## config.mk

```make
export PLATFORM = sky130hd
export DESIGN_NAME = branch_target_buffer_flat
export DESIGN_NICKNAME = d
export VERILOG_FILES = /design/src/rtl/btb_pkg.sv /design/src/rtl/branch_target_buffer_if.sv /design/src/rtl/sat_counter2.sv /design/src/rtl/branch_target_buffer.sv /design/src/flat_wrapper.sv
export SDC_FILE = /design/constraint.sdc
export NUM_CORES = 1
export LEC_CHECK = 0
export BUFFER_PORTS_ARGS = -buffer_cell sky130_fd_sc_hd__buf_2
export CAP_MARGIN = 40
export CORE_AREA = 2 2 254 256
export CTS_CLUSTER_DIAMETER = 50
export CTS_CLUSTER_SIZE = 24
export DETAILED_ROUTE_END_ITERATION = 7
export DIE_AREA = 0 0 256 258
export MAX_ROUTING_LAYER = met4
export PLACE_DENSITY = 0.53
export SLEW_MARGIN = 10
export SYNTH_ARGS = -nofsm -noshare
export SYNTH_HDL_FRONTEND = slang
export SYNTH_SLANG_ARGS = --single-unit
```

## constraint.sdc

```tcl
create_clock -name clk -period 38.5 [get_ports clk]
set_input_delay 1.925 -clock clk [delete_from_list [all_inputs] [get_ports clk]]
set_output_delay 1.925 -clock clk [all_outputs]
set_load 0.005 [all_outputs]
```

## src/rtl/btb_pkg.sv

```systemverilog
// rtl/btb_pkg.sv - shared constants and index/tag helpers for the branch target buffer
// Contents:
//   ctr_state_e  2-bit direction counter states SNT/WNT/WT/ST
//   CTR_RESET    counter value after reset (WNT)
//   CTR_ALLOC    counter value written on allocation (WT)
//   btb_index    low idx_w bits of a PC (entry index)
//   btb_tag      remaining pc_w-idx_w bits of a PC (entry tag)
package btb_pkg;

  typedef enum logic [1:0] {
    SNT = 2'b00,
    WNT = 2'b01,
    WT  = 2'b10,
    ST  = 2'b11
  } ctr_state_e;

  localparam logic [1:0] CTR_RESET = WNT;
  localparam logic [1:0] CTR_ALLOC = WT;

  // Helpers work on a 32-bit container; callers size-cast the result to IDX_W/TAG_W.
  function automatic logic [31:0] btb_index(input logic [31:0] pc, input int idx_w);
    return pc & ((32'd1 << idx_w) - 32'd1);
  endfunction

  function automatic logic [31:0] btb_tag(input logic [31:0] pc, input int pc_w, input int idx_w);
    logic [31:0] pc_m;
    pc_m = (pc_w >= 32) ? pc : (pc & ((32'd1 << pc_w) - 32'd1));
    return pc_m >> idx_w;
  endfunction

endpackage

```

## src/rtl/branch_target_buffer_if.sv

```systemverilog
// rtl/branch_target_buffer_if.sv - fetch lookup and EXE update bundle of the branch target buffer
// Signals:
//   lookup_pc, pred_hit, pred_taken, pred_target            IF-stage lookup
//   upd_valid, upd_pc, upd_taken, upd_target,
//   upd_pred_taken, upd_pred_target, mispredict             EXE-stage resolve/update
//   inv_all                                                 clear all valid bits
// Modports: master (pipeline side), slave (the buffer).
interface branch_target_buffer_if #(parameter int PC_W = 16);
  logic [PC_W-1:0] lookup_pc;
  logic            pred_hit;
  logic            pred_taken;
  logic [PC_W-1:0] pred_target;
  logic            upd_valid;
  logic [PC_W-1:0] upd_pc;
  logic            upd_taken;
  logic [PC_W-1:0] upd_target;
  logic            upd_pred_taken;
  logic [PC_W-1:0] upd_pred_target;
  logic            mispredict;
  logic            inv_all;

  modport master (
    output lookup_pc, upd_valid, upd_pc, upd_taken, upd_target,
           upd_pred_taken, upd_pred_target, inv_all,
    input  pred_hit, pred_taken, pred_target, mispredict
  );

  modport slave (
    input  lookup_pc, upd_valid, upd_pc, upd_taken, upd_target,
           upd_pred_taken, upd_pred_target, inv_all,
    output pred_hit, pred_taken, pred_target, mispredict
  );
endinterface

```

## src/rtl/sat_counter2.sv

```systemverilog
// rtl/sat_counter2.sv - 2-bit saturating up/down direction counter with enable and load
// Ports:
//   clk, rst   clock, asynchronous active-high reset (to WNT)
//   en         advance this cycle
//   load       when en: take load_val instead of counting
//   up         when en & !load: 1 = increment, 0 = decrement (both saturating)
//   load_val   value loaded on allocation
//   ctr        current state
module sat_counter2
  import btb_pkg::*;
(
  input  logic       clk,
  input  logic       rst,
  input  logic       en,
  input  logic       load,
  input  logic       up,
  input  logic [1:0] load_val,
  output logic [1:0] ctr
);

  always_ff @(posedge clk or posedge rst) begin
    if (rst) begin
      ctr <= CTR_RESET;
    end else if (en) begin
      if (load)
        ctr <= load_val;
      else if (up)
        ctr <= (ctr == ST) ? ctr : ctr + 2'd1;
      else
        ctr <= (ctr == SNT) ? ctr : ctr - 2'd1;
    end
  end

endmodule

```

## src/rtl/branch_target_buffer.sv

```systemverilog
// rtl/branch_target_buffer.sv - direct-mapped BTB with per-entry 2-bit direction counters
// Parameters: PC_W (PC/target width), DEPTH (entries, power of two 2..256)
// Ports:
//   clk, rst   clock, asynchronous active-high reset
//   bus        branch_target_buffer_if.slave: lookup, update, mispredict, inv_all
// Optional (macro BTB_STATS_EN):
//   stat_clr                                        synchronous clear of statistics
//   stat_lookups, stat_hits, stat_mispredicts       32-bit saturating event counters
module branch_target_buffer
  import btb_pkg::*;
#(
  parameter int PC_W  = 16,
  parameter int DEPTH = 16
) (
  input  logic clk,
  input  logic rst,
  branch_target_buffer_if.slave bus
`ifdef BTB_STATS_EN
  ,
  input  logic        stat_clr,
  output logic [31:0] stat_lookups,
  output logic [31:0] stat_hits,
  output logic [31:0] stat_mispredicts
`endif
);

  localparam int IDX_W = $clog2(DEPTH);
  localparam int TAG_W = PC_W - IDX_W;

  // Flop storage: lookup is asynchronous and reset must clear every valid bit.
  logic [DEPTH-1:0] valid;
  logic [TAG_W-1:0] tag    [DEPTH];
  logic [PC_W-1:0]  target [DEPTH];
  logic [1:0]       ctr    [DEPTH];

  logic [IDX_W-1:0] l_idx, u_idx;
  logic [TAG_W-1:0] l_tag, u_tag;
  logic             l_hit, u_hit;
  logic             we;

  assign l_idx = IDX_W'(btb_index(32'(bus.lookup_pc), IDX_W));
  assign l_tag = TAG_W'(btb_tag(32'(bus.lookup_pc), PC_W, IDX_W));
  assign u_idx = IDX_W'(btb_index(32'(bus.upd_pc), IDX_W));
  assign u_tag = TAG_W'(btb_tag(32'(bus.upd_pc), PC_W, IDX_W));

  assign l_hit = valid[l_idx] && (tag[l_idx] == l_tag);
  assign u_hit = valid[u_idx] && (tag[u_idx] == u_tag);

  // inv_all wins over a same-cycle update: nothing is written.
  assign we = bus.upd_valid && !bus.inv_all;

  assign bus.pred_hit    = l_hit;
  assign bus.pred_taken  = l_hit && ctr[l_idx][1];
  assign bus.pred_target = l_hit ? target[l_idx] : '0;

  assign bus.mispredict = bus.upd_valid &&
                          ((bus.upd_taken != bus.upd_pred_taken) ||
                           (bus.upd_taken && (bus.upd_target != bus.upd_pred_target)));

  always_ff @(posedge clk or posedge rst) begin
    if (rst) begin
      valid <= '0;
      for (int i = 0; i < DEPTH; i++) begin
        tag[i]    <= '0;
        target[i] <= '0;
      end
    end else if (bus.inv_all) begin
      valid <= '0;
    end else if (we && bus.upd_taken) begin
      // Taken resolves always refresh the target; a miss also claims the slot.
      target[u_idx] <= bus.upd_target;
      if (!u_hit) begin
        valid[u_idx] <= 1'b1;
        tag[u_idx]   <= u_tag;
      end
    end
  end

  // Counter steps on a hit, or loads WT when a taken miss allocates.
  for (genvar g = 0; g < DEPTH; g++) begin : g_ctr
    sat_counter2 u_ctr (
      .clk      (clk),
      .rst      (rst),
      .en       (we && (u_idx == IDX_W'(g)) && (u_hit || bus.upd_taken)),
      .load     (!u_hit),
      .up       (bus.upd_taken),
      .load_val (CTR_ALLOC),
      .ctr      (ctr[g])
    );
  end

`ifdef BTB_STATS_EN
  always_ff @(posedge clk or posedge rst) begin
    if (rst || stat_clr) begin
      stat_lookups     <= '0;
      stat_hits        <= '0;
      stat_mispredicts <= '0;
    end else begin
      if (stat_lookups != '1)
        stat_lookups <= stat_lookups + 32'd1;
      if (l_hit && (stat_hits != '1))
        stat_hits <= stat_hits + 32'd1;
      if (bus.mispredict && (stat_mispredicts != '1))
        stat_mispredicts <= stat_mispredicts + 32'd1;
    end
  end
`endif

endmodule
```

## src/flat_wrapper.sv

```systemverilog
// flat-port wrapper written by rule: the top's interface ports become plain ports
module branch_target_buffer_flat import btb_pkg::*;
#(
  parameter int PC_W  = 16,
  parameter int DEPTH = 16
)
  (clk, rst, bus_lookup_pc, bus_upd_valid, bus_upd_pc, bus_upd_taken, bus_upd_target, bus_upd_pred_taken, bus_upd_pred_target, bus_inv_all, bus_pred_hit, bus_pred_taken, bus_pred_target, bus_mispredict);
  branch_target_buffer_if #(.PC_W(PC_W)) bus_i ();
  input  logic clk;
  input  logic rst;
  input wire logic [$bits(bus_i.lookup_pc)-1:0] bus_lookup_pc;
  input wire logic [$bits(bus_i.upd_valid)-1:0] bus_upd_valid;
  input wire logic [$bits(bus_i.upd_pc)-1:0] bus_upd_pc;
  input wire logic [$bits(bus_i.upd_taken)-1:0] bus_upd_taken;
  input wire logic [$bits(bus_i.upd_target)-1:0] bus_upd_target;
  input wire logic [$bits(bus_i.upd_pred_taken)-1:0] bus_upd_pred_taken;
  input wire logic [$bits(bus_i.upd_pred_target)-1:0] bus_upd_pred_target;
  input wire logic [$bits(bus_i.inv_all)-1:0] bus_inv_all;
  output wire logic [$bits(bus_i.pred_hit)-1:0] bus_pred_hit;
  output wire logic [$bits(bus_i.pred_taken)-1:0] bus_pred_taken;
  output wire logic [$bits(bus_i.pred_target)-1:0] bus_pred_target;
  output wire logic [$bits(bus_i.mispredict)-1:0] bus_mispredict;
  assign bus_i.lookup_pc = bus_lookup_pc;
  assign bus_i.upd_valid = bus_upd_valid;
  assign bus_i.upd_pc = bus_upd_pc;
  assign bus_i.upd_taken = bus_upd_taken;
  assign bus_i.upd_target = bus_upd_target;
  assign bus_i.upd_pred_taken = bus_upd_pred_taken;
  assign bus_i.upd_pred_target = bus_upd_pred_target;
  assign bus_i.inv_all = bus_inv_all;
  assign bus_pred_hit = bus_i.pred_hit;
  assign bus_pred_taken = bus_i.pred_taken;
  assign bus_pred_target = bus_i.pred_target;
  assign bus_mispredict = bus_i.mispredict;
  branch_target_buffer #(.PC_W(PC_W), .DEPTH(DEPTH)) u_core (.clk(clk), .rst(rst), .bus(bus_i));
endmodule
```

==> flow_metrics.tcl, run 1 <==
set metrics [dict create \
    run_status "finished clean" \
    tritoncts "done" \
    required_ps 36580 \
    synth-compound-area-share_pct 3.704 \
    syn_area_um2 25170 \
    postSynth.topFlopCell "sky130_fd_sc_hd__dfrtp_1" \
    postSynth.asyncResetShare_pct 100.0 \
    post_synth_xor_area_fraction_pct 1.288 \
    first_global_vias 16410 \
    dp.final_hpwl_mm 40.84 \
    postSynthCellCount 1727 \
    globalRoute.busiestLayer "met2" \
    yosys-mux-area-fraction_pct 37.90 \
    timing_max_transition_violations_final 0 \
    floorplan.io_pins 89 \
    grtUsageTotal_pct 22.21 \
    total_power_uw 1484 \
    max_cap_violations 0 \
    synth_fp_nets 1797 \
    fin_cells 2691 \
    dominant_cell_type_by_count_on_the_critical_path "sky130_fd_sc_hd__buf_4" \
    crit_fanout 26 \
    gp_congestion 0.7667 \
    worst_setup_hold_path_clk_slew_ps 50 \
    report.final.setup_viol 0 \
    wl_per_cell_um 25.79 \
    ys_ff_latch 496 \
    peakVddDrop_uv 28.62 \
    crit_path_start_kind "input pin" \
    clk_latency_ps 600 \
    ys_top_cells_by_area "sky130_fd_sc_hd__dfrtp_1 48%, sky130_fd_sc_hd__mux4_2 16%, sky130_fd_sc_hd__mux2_2 14%" \
    clockRootBuffer "sky130_fd_sc_hd__clkbuf_16" \
    synth_simple_gate_area_share_pct 4.763 \
    tritoncts.num_buffers 69 \
    p_leak_uw 0.01297 \
    synth-seq-area-share_pct 49.40 \
    dpl_worst_slack_ps 31180 \
    rr_endpoint "u_core.tag[58]$_DFFE_PP0P_" \
    synthesis.yosys.warnings 0 \
    worstPathArrival_ps 5380 \
    cts_repair_resize_count 0 \
    yosys.area.top_type "sky130_fd_sc_hd__dfrtp_1" \
    number_of_buffers_inserted_by_hold_repair_at_cts 0 \
    groute.layer.met1.usage_pct 30.13 \
    powerDensity_nw_per_um2 51.21 \
    postSynthAreaPerCell_um2 14.57 \
    max-clock-path-buffers 3 \
    synth_fa_ha_area_share_pct 0 \
    slowest_stage "sky130_fd_sc_hd__buf_4" \
    setup-tns-final_ps 0 \
    hold_path_startpoint "u_core.target[34]$_DFFE_PP0P_" \
    area.growth.synth_to_final_pct 15.11 \
    fp.dieArea_um2 66050 \
    total_number_of_h_tree_levels 3 \
    place_inst 2567 \
    wirelength_routed_mm 69.41 \
    vias 15630 \
    regToRegSetupSlack_ps 34640 \
    grt_start_max_net_pins 113 \
    postCtsSetupBuffers 0 \
    max_slew_margin_pct 40.60 \
    grt.met3_usage_pct 3.416 \
    endpoint_kind "output pin" \
    hold_viol 0 \
    final.setup_skew_ps 32.27 \
    holdCritPathClass "reg -> reg" \
    drt_pre_antenna_iters 5 \
    cp_cell_sequence "buf_4 -> buf_4 -> mux4_2 -> nor2b_1 -> a211oi_1 -> a21oi_1 -> xor2_1 -> nor4_1 -> clkdlybuf4s18_2 -> nand4_1 -> buf_4 -> nor2b_1 -> buf_2" \
    core_um2 63650 \
    drt_iter0_drc 1203 \
    worst-r2r-cell-count 9 \
    hold_path_end "u_core.target[34]$_DFFE_PP0P_" \
    grt_antenna_before_repair 3 \
    start_util_pct 39.54 \
    final_layout_size_suffix_gt1_share_pct 43.32 \
    slowest_delay_ps 580 \
    overflow 0 \
    clock_sink_count 496 \
    layout.nets 1855 \
    layout_setup_ws_ps 31190 \
    die_h_um 258 \
    critical_path_class "in -> out" \
    unrepaired_setup_endpoints_after_global_routing "no" \
    detail_route.drc_violations 0 \
    count_of_flip_flops_with_a_built_in_enable_after_synthesis 0 \
    max_slew.worst_pin.slew_ps 887.8 \
    fmax_ghz 0.1368 \
    period_minus_slack_ps 7309 \
    detail_route.vias_per_cell 5.808 \
    final.period_utilization_pct 18.98 \
    globalRouteMet2Util_pct 34.70 \
    place.port_buffers 88 \
    drt.antenna.violating_nets 0 \
    synth_top_family_by_area "multiplexers" \
    post_synth_num_cell_types 48 \
    synth_largest_type_area_fraction_pct 47.73 \
    min_path_cells 1 \
    timing.rr.start "u_core.tag[100]$_DFFE_PP0P_" \
    rows 93 \
    chipWidth_um 256 \
    grt_first_pass_wirelength_mm 106.7 \
]
==> synth_stat cells (3+ instances only) <==
cell type,number
sky130_fd_sc_hd__clkbuf_1,90
sky130_fd_sc_hd__buf_1,14
sky130_fd_sc_hd__a21o_1,8
sky130_fd_sc_hd__mux2_1,140
sky130_fd_sc_hd__xor2_1,14
sky130_fd_sc_hd__buf_4,9
sky130_fd_sc_hd__mux4_2,180
sky130_fd_sc_hd__buf_2,16
sky130_fd_sc_hd__a21oi_1,25
sky130_fd_sc_hd__a221oi_1,6
sky130_fd_sc_hd__dfstp_2,16
sky130_fd_sc_hd__xnor2_1,23
sky130_fd_sc_hd__mux2i_1,44
sky130_fd_sc_hd__a31oi_1,13
sky130_fd_sc_hd__a211oi_1,3
sky130_fd_sc_hd__nand3b_1,16
sky130_fd_sc_hd__a22o_1,4
sky130_fd_sc_hd__nand2b_1,6
sky130_fd_sc_hd__nand2_2,14
sky130_fd_sc_hd__o21ai_0,14
sky130_fd_sc_hd__nor4_1,10
sky130_fd_sc_hd__inv_1,6
sky130_fd_sc_hd__nor2b_1,26
sky130_fd_sc_hd__buf_6,16
sky130_fd_sc_hd__o211ai_2,10
sky130_fd_sc_hd__nor3_1,26
sky130_fd_sc_hd__o211ai_1,7
sky130_fd_sc_hd__nor2_1,66
sky130_fd_sc_hd__mux2_2,308
sky130_fd_sc_hd__o22ai_1,12
sky130_fd_sc_hd__nand2_1,50
sky130_fd_sc_hd__nand4_1,8
sky130_fd_sc_hd__dfrtp_1,480
sky130_fd_sc_hd__nand3_1,9
sky130_fd_sc_hd__a22oi_1,21
==> stage by stage <==
stage / hold slack (ps) / utilization [%] / area [um^2]
after global placement: 482.4 / 41.28 / 26270
after CTS: 502.7 / 45.42 / 28910
after floorplan: 474.2 / - / 25170
final: 500.2 / 45.52 / 28970
after detailed placement: 490.4 / 41.64 / 26510
after global routing: 511.1 / 45.52 / 28970
==> how the worst max path moves through the flow <==
stage                                                to        startpoint  depth (start not counted)
6_report                            bus_pred_target[11]  bus_lookup_pc[2]                         13
5_1_grt                              bus_pred_target[8]  bus_lookup_pc[2]                         13
4_1_cts                              bus_pred_target[3]  bus_lookup_pc[2]                         13
3_5_place_dp                         bus_pred_target[3]  bus_lookup_pc[2]                         13
3_3_place_gp                         bus_pred_target[5]  bus_lookup_pc[0]                         10
2_1_floorplan  u_core.g_ctr[0].u_ctr.ctr[1]$_DFFE_PP0P_               rst                          1
==> logic make-up (layout without fill, tap and decap cells) <==
family | after synthesis | after routing
buffers and inverters | 151 | 259
muxes | 672 | 672
AOI/OAI and AO/OA | 131 | 131
xor gates and xnor gates | 37 | 37
DFF | 496 | 496
and+or+nand+nor | 240 | 240
other | 0 | 1
==> registers in the layout, indices dropped and copies added (netlist names) <==
name                    cells
u_core.target             256
u_core.valid               16
u_core.g_ctr.u_ctr.ctr     32
u_core.tag                192
==> cell type report <==
cell class                 count  area [um^2]
antenna                        1        2.502
clock buffer                  85         1919
clock inverter                36        486.7
fill                        5632        34680
inverter                       6        30.03
multi-input combinational   1080        12040
sequential                   496        12430
tap                          855         1070
timing repair buffer         132        991.0
==> power by group <==
part / total, uW / internal, uW / leakage (uW) / switching [uW]
sequential: 626 / 586 / 0.00651 / 39.2
combinational: 190 / 109 / 0.00530 / 80.8
clock: 668 / 418 / 0.00116 / 250
==> critical path, delay by kind of cell <==
kind            cells  cell delay, ps
buf+inv             5            1730
simple gates        4             770
compound gates      2             320
mux                 1             380
xor+xnor            1             180
==> cell usage in the layout (no fill, tap or decap), types with 7 or more instances in the layout <==
master,n
sky130_fd_sc_hd__o21ai_0,14
sky130_fd_sc_hd__nand3b_1,16
sky130_fd_sc_hd__bufinv_16,9
sky130_fd_sc_hd__dfrtp_1,480
sky130_fd_sc_hd__a22oi_1,21
sky130_fd_sc_hd__clkinvlp_4,8
sky130_fd_sc_hd__nand4_1,8
sky130_fd_sc_hd__a21oi_1,25
sky130_fd_sc_hd__o22ai_1,12
sky130_fd_sc_hd__xnor2_1,23
sky130_fd_sc_hd__nor2b_1,26
sky130_fd_sc_hd__clkbuf_8,10
sky130_fd_sc_hd__mux2i_1,44
sky130_fd_sc_hd__nor3_1,26
sky130_fd_sc_hd__clkbuf_16,71
sky130_fd_sc_hd__o211ai_2,10
sky130_fd_sc_hd__inv_6,8
sky130_fd_sc_hd__mux2_1,140
sky130_fd_sc_hd__nand3_1,9
sky130_fd_sc_hd__buf_16,8
sky130_fd_sc_hd__nand2_2,14
sky130_fd_sc_hd__nor2_2,12
sky130_fd_sc_hd__o211ai_1,7
sky130_fd_sc_hd__xor2_1,14
sky130_fd_sc_hd__mux2_2,308
sky130_fd_sc_hd__nand2_1,50
sky130_fd_sc_hd__dfstp_2,16
sky130_fd_sc_hd__buf_2,84
sky130_fd_sc_hd__mux4_2,180
sky130_fd_sc_hd__a21o_1,8
sky130_fd_sc_hd__a31oi_1,13
sky130_fd_sc_hd__buf_4,34
sky130_fd_sc_hd__nor2_1,52
sky130_fd_sc_hd__nor4_1,10
==> layer usage <==
layer | vias to the layer above | share of wire, %
met3 | 112 | 4.9
met5 | - | 0
met1 | 8466 | 45
li1 | 6667 | -
met2 | 383 | 48
met4 | 0 | 2.3
Power figures use the tool's default switching activity.
==> run 2, diff against run 1 <==
--- a/config.mk
+++ b/config.mk
@@ -13,7 +13,7 @@
 export DETAILED_ROUTE_END_ITERATION = 7
 export DIE_AREA = 0 0 256 258
 export MAX_ROUTING_LAYER = met4
-export PLACE_DENSITY = 0.53
+export PLACE_DENSITY = 0.55
 export SLEW_MARGIN = 10
 export SYNTH_ARGS = -nofsm -noshare
 export SYNTH_HDL_FRONTEND = slang
==> constraint.sdc (replaced) <==
create_clock -name clk -period 5.86 [get_ports clk]
set_input_delay 0.293 -clock clk [delete_from_list [all_inputs] [get_ports clk]]
set_output_delay 0.293 -clock clk [all_outputs]
set_load 0.005 [all_outputs]
==> run 2 against run 1 <==
Net effect: sequential power increased to 6.6 times the previous value; global-route usage rose by 0.067 points; design area shrank 0.59%; highest routed layer unchanged; sequential share of layout area grew 0.25 points.
==> flow_metrics.tcl, run 2 (synthesis results as in run 1) <==
set metrics [dict create \
    detailed_place.area_um2 26470 \
    setup-tns-final_ps 0 \
    first_global_vias 16610 \
    tritoncts.num_buffers 66 \
    hold_viol 0 \
    critical_path_class "reg -> out" \
    final_cell_mix "480 x sky130_fd_sc_hd__dfrtp_1, 308 x sky130_fd_sc_hd__mux2_2, 180 x sky130_fd_sc_hd__mux4_2, 140 x sky130_fd_sc_hd__mux2_1, 84 x sky130_fd_sc_hd__buf_2" \
    run_status "finished clean" \
    max_slew.worst_pin.slew_ps 1037 \
    place.port_buffers 88 \
    final.setup_skew_ps 23.63 \
    globalRoute.busiestLayer "met2" \
    fin_hold_ws_ps 76.15 \
    required_ps 5570 \
    wl_per_cell_um 25.97 \
    largest_reg_flops 256 \
    detail_route.vias_per_cell 5.822 \
    floorplan.io_pins 89 \
    final_common_cell "sky130_fd_sc_hd__dfrtp_1" \
    endpoint_kind "output pin" \
    worst_setup_hold_path_clk_slew_ps 60 \
    clock_sink_count 496 \
    grt_start_max_net_pins 175 \
    holdCritPathClass "in -> reg" \
    groute.layer.met1.usage_pct 29.48 \
    max_slew_margin_pct 30.88 \
    p_leak_uw 0.01290 \
    globalRouteMet2Util_pct 34.99 \
    grt.met3_usage_pct 3.838 \
    powerDensity_nw_per_um2 332.7 \
    worstPathArrival_ps 4710 \
    area_taken_by_multi_input_logic_gates_um2 12030 \
    layout.filler_cells 5691 \
    area.growth.synth_to_final_pct 14.44 \
    grtUsageTotal_pct 22.27 \
    gp_congestion 0.8376 \
    grt_antenna_before_repair 1 \
    max_cap_violations 0 \
    layout.nets 1852 \
    dpl_worst_slack_ps 1062 \
    grt_first_pass_wirelength_mm 107.3 \
    fmax_ghz 0.1999 \
    largest_registers "u_core.target x256, u_core.tag x192, u_core.g_ctr.u_ctr.ctr x32" \
    final_layout_size_suffix_gt1_share_pct 43.27 \
    drt.antenna.violating_nets 0 \
    timing_max_transition_violations_final 0 \
    drt_iter0_drc 1246 \
    overflow 0 \
    clk_latency_ps 610 \
    report.final.setup_viol 0 \
    die_h_um 258 \
    vias 15670 \
    wirelength_routed_mm 69.88 \
    period_minus_slack_ps 5004 \
    drt_pre_antenna_iters 5 \
    crit_fanout 8 \
    top_register "u_core.target" \
    max-clock-path-buffers 3 \
    final.period_utilization_pct 85.39 \
    detail_route.drc_violations 0 \
    peakVddDrop_uv 245.6 \
    dp.final_hpwl_mm 43.50 \
    tritoncts "done" \
    total_power_uw 9582 \
    start_util_pct 39.54 \
    total_number_of_h_tree_levels 3 \
    regToRegSetupSlack_ps 2190 \
    clockRootBuffer "sky130_fd_sc_hd__clkbuf_16" \
    unrepaired_setup_endpoints_after_global_routing "no" \
    chipWidth_um 256 \
    rows 93 \
    crit_path_start_kind "flip-flop" \
    stdcell_area_um2 28800 \
    layout_setup_ws_ps 856.4 \
    fp.dieArea_um2 66050 \
    core_um2 63650 \
    ff_latch_area_um2 12430 \
]
run 2: cell count changes in the layout (fill, tap and decap cells not counted), sizes merged:
| cell | delta |
|---|---|
| clkinvlp | -1 |
| clkbuf | -6 |
| dlygate4sd3 | +1 |
| inv | +5 |
| bufinv | -3 |
| clkinv | +5 |
| clkdlybuf4s18 | -1 |
run 2: final cells by class:
| type | count | area share (%) |
|---|---|---|
| sequential | 496 | 43.17 |
| multi-input combinational | 1080 | 41.77 |
| clock buffer | 79 | 6.221 |
| tap | 855 | 3.715 |
| timing repair buffer | 132 | 3.206 |
| clock inverter | 42 | 1.825 |
| inverter | 6 | 0.09123 |
| antenna | 1 | 0.008689 |
run 2: path summary, 6_finish.rpt:
kind / startpoint / to / cells after the start
min in group asynchronous: rst / u_core.target[235]$_DFFE_PP0P_ / 3
worst min register to register: u_core.target[14]$_DFFE_PP0P_ / u_core.target[14]$_DFFE_PP0P_ / 1
max in group asynchronous: rst / u_core.target[18]$_DFFE_PP0P_ / 5
worst max register to register: u_core.tag[19]$_DFFE_PP0P_ / u_core.tag[179]$_DFFE_PP0P_ / 9
worst max-delay path: u_core.tag[19]$_DFFE_PP0P_ / bus_pred_target[4] / 9
worst min-delay path: bus_inv_all / u_core.valid[5]$_DFFE_PP0P_ / 2
run 2: power by group:
part           internal [uW]  switching [uW]  leakage [uW]
clock                   2520            1690       0.00112
combinational            710             544       0.00527
sequential              3850             264       0.00651
total                   7080            2500        0.0129
run 2: metrics by stage:
| step | std cells | util [%] |
|---|---|---|
| floorplan | 1727 | - |
| global placement | 2560 | 41.37 |
| detailed placement | 2568 | 41.59 |
| CTS | 2690 | 45.24 |
| global route | 2691 | 45.25 |
| finish | 2691 | 45.25 |
run 2: worst max-delay path, cell delays in order, from the launching register on:
cell                      delay [ps]
sky130_fd_sc_hd__dfrtp_1         390
sky130_fd_sc_hd__mux4_2          530
sky130_fd_sc_hd__mux4_2          500
sky130_fd_sc_hd__xnor2_1         230
sky130_fd_sc_hd__nand4_1         120
sky130_fd_sc_hd__nor4_1          700
sky130_fd_sc_hd__nand4_1         790
sky130_fd_sc_hd__buf_4           450
sky130_fd_sc_hd__nor2b_1         230
sky130_fd_sc_hd__buf_2           160
run 2: repair_timing:
item,in CTS,in global routing
hold endpoints to repair,40,0
gates resized for setup,0,0
hold buffers,1,0
endpoints found under the setup margin,0,0
buffers inserted,0,0
run 2: layer usage:
layer  vias to the layer above  wire length [um]
met5                         -                 0
met3                       117              3780
met1                      8395             30620
met4                         0              2029
li1                       6682                 -
met2                       473             33450
==> run 3, diff against run 2 <==
--- a/config.mk
+++ b/config.mk
@@ -5,13 +5,14 @@
 export SDC_FILE = /design/constraint.sdc
 export NUM_CORES = 1
 export LEC_CHECK = 0
+export ABC_AREA = 1
 export BUFFER_PORTS_ARGS = -buffer_cell sky130_fd_sc_hd__buf_2
 export CAP_MARGIN = 40
-export CORE_AREA = 2 2 254 256
+export CORE_AREA = 2 2 259 261
 export CTS_CLUSTER_DIAMETER = 50
 export CTS_CLUSTER_SIZE = 24
 export DETAILED_ROUTE_END_ITERATION = 7
-export DIE_AREA = 0 0 256 258
+export DIE_AREA = 0 0 261 263
 export MAX_ROUTING_LAYER = met4
 export PLACE_DENSITY = 0.55
 export SLEW_MARGIN = 10
==> run 3 against run 2 <==
Net effect: flip-flop and latch count unchanged; highest routed layer unchanged; core utilization barely moved; critical path type is now in -> reg; synthesized area rose by 4.0%; critical endpoint is now u_core.g_ctr[14].u_ctr.ctr[1]$_DFFE_PP0P_.
==> flow_metrics.tcl, run 3 <==
set metrics [dict create \
    max_slew.worst_pin.slew_ps 946.2 \
    tritoncts "done" \
    grtUsageTotal_pct 26.85 \
    drt.antenna.violating_nets 0 \
    report.final.setup_viol 0 \
    core_um2 65630 \
    place.port_buffers 88 \
    yosys.area.top_type "sky130_fd_sc_hd__dfrtp_1" \
    die_h_um 263 \
    syn_area_um2 26180 \
    yosys.cell_count.top_type "sky130_fd_sc_hd__nand2_1" \
    clockRootBuffer "sky130_fd_sc_hd__clkbuf_16" \
    place_inst 4295 \
    postSynth.asyncResetShare_pct 100.0 \
    worstPathArrival_ps 4400 \
    start_util_pct 39.89 \
    final.period_utilization_pct 65.59 \
    timing_max_transition_violations_final 0 \
    area.growth.synth_to_final_pct 13.39 \
    worst_setup_hold_path_clk_slew_ps 70 \
    synth-seq-area-share_pct 47.48 \
    clk_latency_ps 640 \
    powerDensity_nw_per_um2 323.5 \
    dp.final_hpwl_mm 55.00 \
    postCtsSetupBuffers 0 \
    hold_viol 0 \
    postSynth.topFlopCell "sky130_fd_sc_hd__dfrtp_1" \
    first_global_vias 23110 \
    required_ps 6420 \
    layout_setup_ws_ps 2016 \
    detail_route.drc_violations 0 \
    gp_congestion 0.8508 \
    clock_sink_count 496 \
    final_cell_mix "1239 x sky130_fd_sc_hd__nand2_1, 584 x sky130_fd_sc_hd__o21ai_0, 480 x sky130_fd_sc_hd__dfrtp_1, 291 x sky130_fd_sc_hd__nor2_1, 162 x sky130_fd_sc_hd__a21oi_1" \
    fp.dieArea_um2 68640 \
    area_taken_by_multi_input_logic_gates_um2 12040 \
    number_of_buffers_inserted_by_hold_repair_at_cts 16 \
    layout.nets 3577 \
    count_of_flip_flops_with_a_built_in_enable_after_synthesis 0 \
    overflow 0 \
    grt_first_pass_wirelength_mm 139.4 \
    max-clock-path-buffers 3 \
    total_number_of_h_tree_levels 2 \
    synth_fp_nets 3619 \
    run_status "finished clean" \
    wl_per_cell_um 20.23 \
    max_slew_margin_pct 36.92 \
    crit_path_start_kind "input pin" \
    synth_commonest_cells "1239 x sky130_fd_sc_hd__nand2_1, 584 x sky130_fd_sc_hd__o21ai_0, 480 x sky130_fd_sc_hd__dfrtp_1" \
    fin_cells 4420 \
    drt_pre_antenna_iters 6 \
    largest_registers "u_core.target x256, u_core.tag x192, u_core.g_ctr.u_ctr.ctr x32" \
    post_synth_num_cell_types 42 \
    endpoint_kind "flip-flop" \
    critical_path_class "in -> reg" \
    final.setup_skew_ps 24.30 \
    grt_antenna_before_repair 1 \
    holdCritPathClass "in -> reg" \
    cts_repair_resize_count 0 \
    ys_ff_latch 496 \
    postSynthAreaPerCell_um2 7.377 \
    rows 94 \
    largest_reg_flops 256 \
    ff_latch_area_um2 12430 \
    wirelength_routed_mm 89.42 \
    detail_route.vias_per_cell 5.406 \
    vias 23900 \
    floorplan.io_pins 89 \
    unrepaired_setup_endpoints_after_global_routing "no" \
    tritoncts.num_buffers 58 \
    antenna_cells 0 \
    fmax_ghz 0.2602 \
    final_common_cell "sky130_fd_sc_hd__nand2_1" \
    ys_top_cells_by_area "sky130_fd_sc_hd__dfrtp_1 46%, sky130_fd_sc_hd__nand2_1 18%, sky130_fd_sc_hd__o21ai_0 11%" \
    postSynthCellCount 3549 \
    final_layout_size_suffix_gt1_share_pct 8.521 \
    grt_start_max_net_pins 164 \
    peakVddDrop_uv 251.0 \
    p_leak_uw 0.01384 \
    layout.filler_cells 6673 \
    period_minus_slack_ps 3844 \
    fin_hold_ws_ps 94.35 \
    dpl_worst_slack_ps 1520 \
    max_cap_violations 0 \
    synthesis.yosys.warnings 0 \
    crit_fanout 44 \
    drt_iter0_drc 2402 \
    synth_largest_type_area_fraction_pct 45.88 \
    top_register "u_core.target" \
    chipWidth_um 261 \
]
## run 3: changes by cell type after synthesis, moves of 28 or more
cell,change
sky130_fd_sc_hd__a21oi_1,+137
sky130_fd_sc_hd__a221oi_1,+32
sky130_fd_sc_hd__clkbuf_1,+90
sky130_fd_sc_hd__inv_1,+144
sky130_fd_sc_hd__mux2_1,-140
sky130_fd_sc_hd__mux2_2,-308
sky130_fd_sc_hd__mux2i_1,-44
sky130_fd_sc_hd__mux4_2,-180
sky130_fd_sc_hd__nand2_1,+1189
sky130_fd_sc_hd__nand3_1,+62
sky130_fd_sc_hd__nor2_1,+228
sky130_fd_sc_hd__o211ai_1,+32
sky130_fd_sc_hd__o21ai_0,+570
sky130_fd_sc_hd__o21ai_1,+28
## run 3: logic make-up (layout without fill, tap and decap cells)
group / after synthesis / count (layout) / share of synthesized area, %
AOI/OAI and AO/OA: 940 / 940 / 19.93
xor gates and xnor gates: 27 / 27 / 0.9032
buffers and inverters: 417 / 424 / 6.571
DFF: 496 / 496 / 47.48
and+or+nand+nor: 1669 / 1669 / 25.11
## run 3: power by group
part | leakage, uW | internal [uW] | total (uW) | switching (uW)
clock | 0.00105 | 2430 | 4080 | 1650
combinational | 0.00631 | 477 | 1370 | 889
sequential | 0.00648 | 3860 | 4150 | 290
## run 3: per-stage QoR
stage	setup TNS [ps]	total power [uW]	util [%]	cell area, um^2
6_report	0	9603	45.23	29690
4_1_cts	0	9665	45.23	29690
3_5_place_dp	0	5559	41.71	27380
2_1_floorplan	-551260	5112	-	26190
5_1_grt	0	10080	45.23	29690
3_3_place_gp	0	5517	40.94	26870
## run 3: per-layer routing
metal	part of all wire, %	up-vias	global-route usage (%)	wire, um
li1	-	11620	-	-
met1	43	11240	34.98	38610
met2	46	822	42.25	41350
met3	6.1	210	3.582	5431
met4	4.5	0	10.86	4035
met5	0	-	-	0
## run 3: worst max-delay path, stage by stage
cell and delay (ps):
sky130_fd_sc_hd__buf_2 130, sky130_fd_sc_hd__inv_4 80, sky130_fd_sc_hd__buf_4 560, sky130_fd_sc_hd__nor2_2 260, sky130_fd_sc_hd__a21oi_1 200, sky130_fd_sc_hd__nand2_1 60
sky130_fd_sc_hd__nand2_1 80, sky130_fd_sc_hd__nand2_1 60, sky130_fd_sc_hd__nor2_1 110, sky130_fd_sc_hd__buf_4 250, sky130_fd_sc_hd__nand2_1 80, sky130_fd_sc_hd__nor2_1 100
sky130_fd_sc_hd__nand2_1 140, sky130_fd_sc_hd__nor2_4 380, sky130_fd_sc_hd__nand2_2 460, sky130_fd_sc_hd__nand2_2 540, sky130_fd_sc_hd__inv_2 250, sky130_fd_sc_hd__nor2_1 200
sky130_fd_sc_hd__nand2_1 70, sky130_fd_sc_hd__nand2_1 60
## run 3: layout make-up
| class | count | share of cell area [%] |
|---|---|---|
| clock inverters | 40 | 2.010 |
| inverters | 153 | 1.981 |
| flip-flops and latches | 496 | 41.88 |
| multi-input cells | 2636 | 40.55 |
| repair buffers | 162 | 4.708 |
| well taps | 864 | 3.642 |
| clock buffers | 69 | 5.235 |
## run 3: final timing paths
| kind | start | end | slack [ps] | cells past startpoint |
|---|---|---|---|---|
| setup / recovery | bus_upd_pc[1] | u_core.g_ctr[14].u_ctr.ctr[1]$_DFFE_PP0P_ | 2020 | 20 |
| hold / removal | bus_inv_all | u_core.valid[12]$_DFFE_PP0P_ | 90 | 2 |
| setup reg to reg | u_core.tag[151]$_DFFE_PP0P_ | u_core.g_ctr[14].u_ctr.ctr[1]$_DFFE_PP0P_ | 2290 | 17 |
| hold reg to reg | u_core.g_ctr[5].u_ctr.ctr[0]$_DFFE_PP1P_ | u_core.g_ctr[5].u_ctr.ctr[0]$_DFFE_PP1P_ | 480 | 2 |
| max in group asynchronous | rst | u_core.tag[88]$_DFFE_PP0P_ | 3880 | 5 |
| min in group asynchronous | rst | u_core.target[107]$_DFFE_PP0P_ | 170 | 3 |
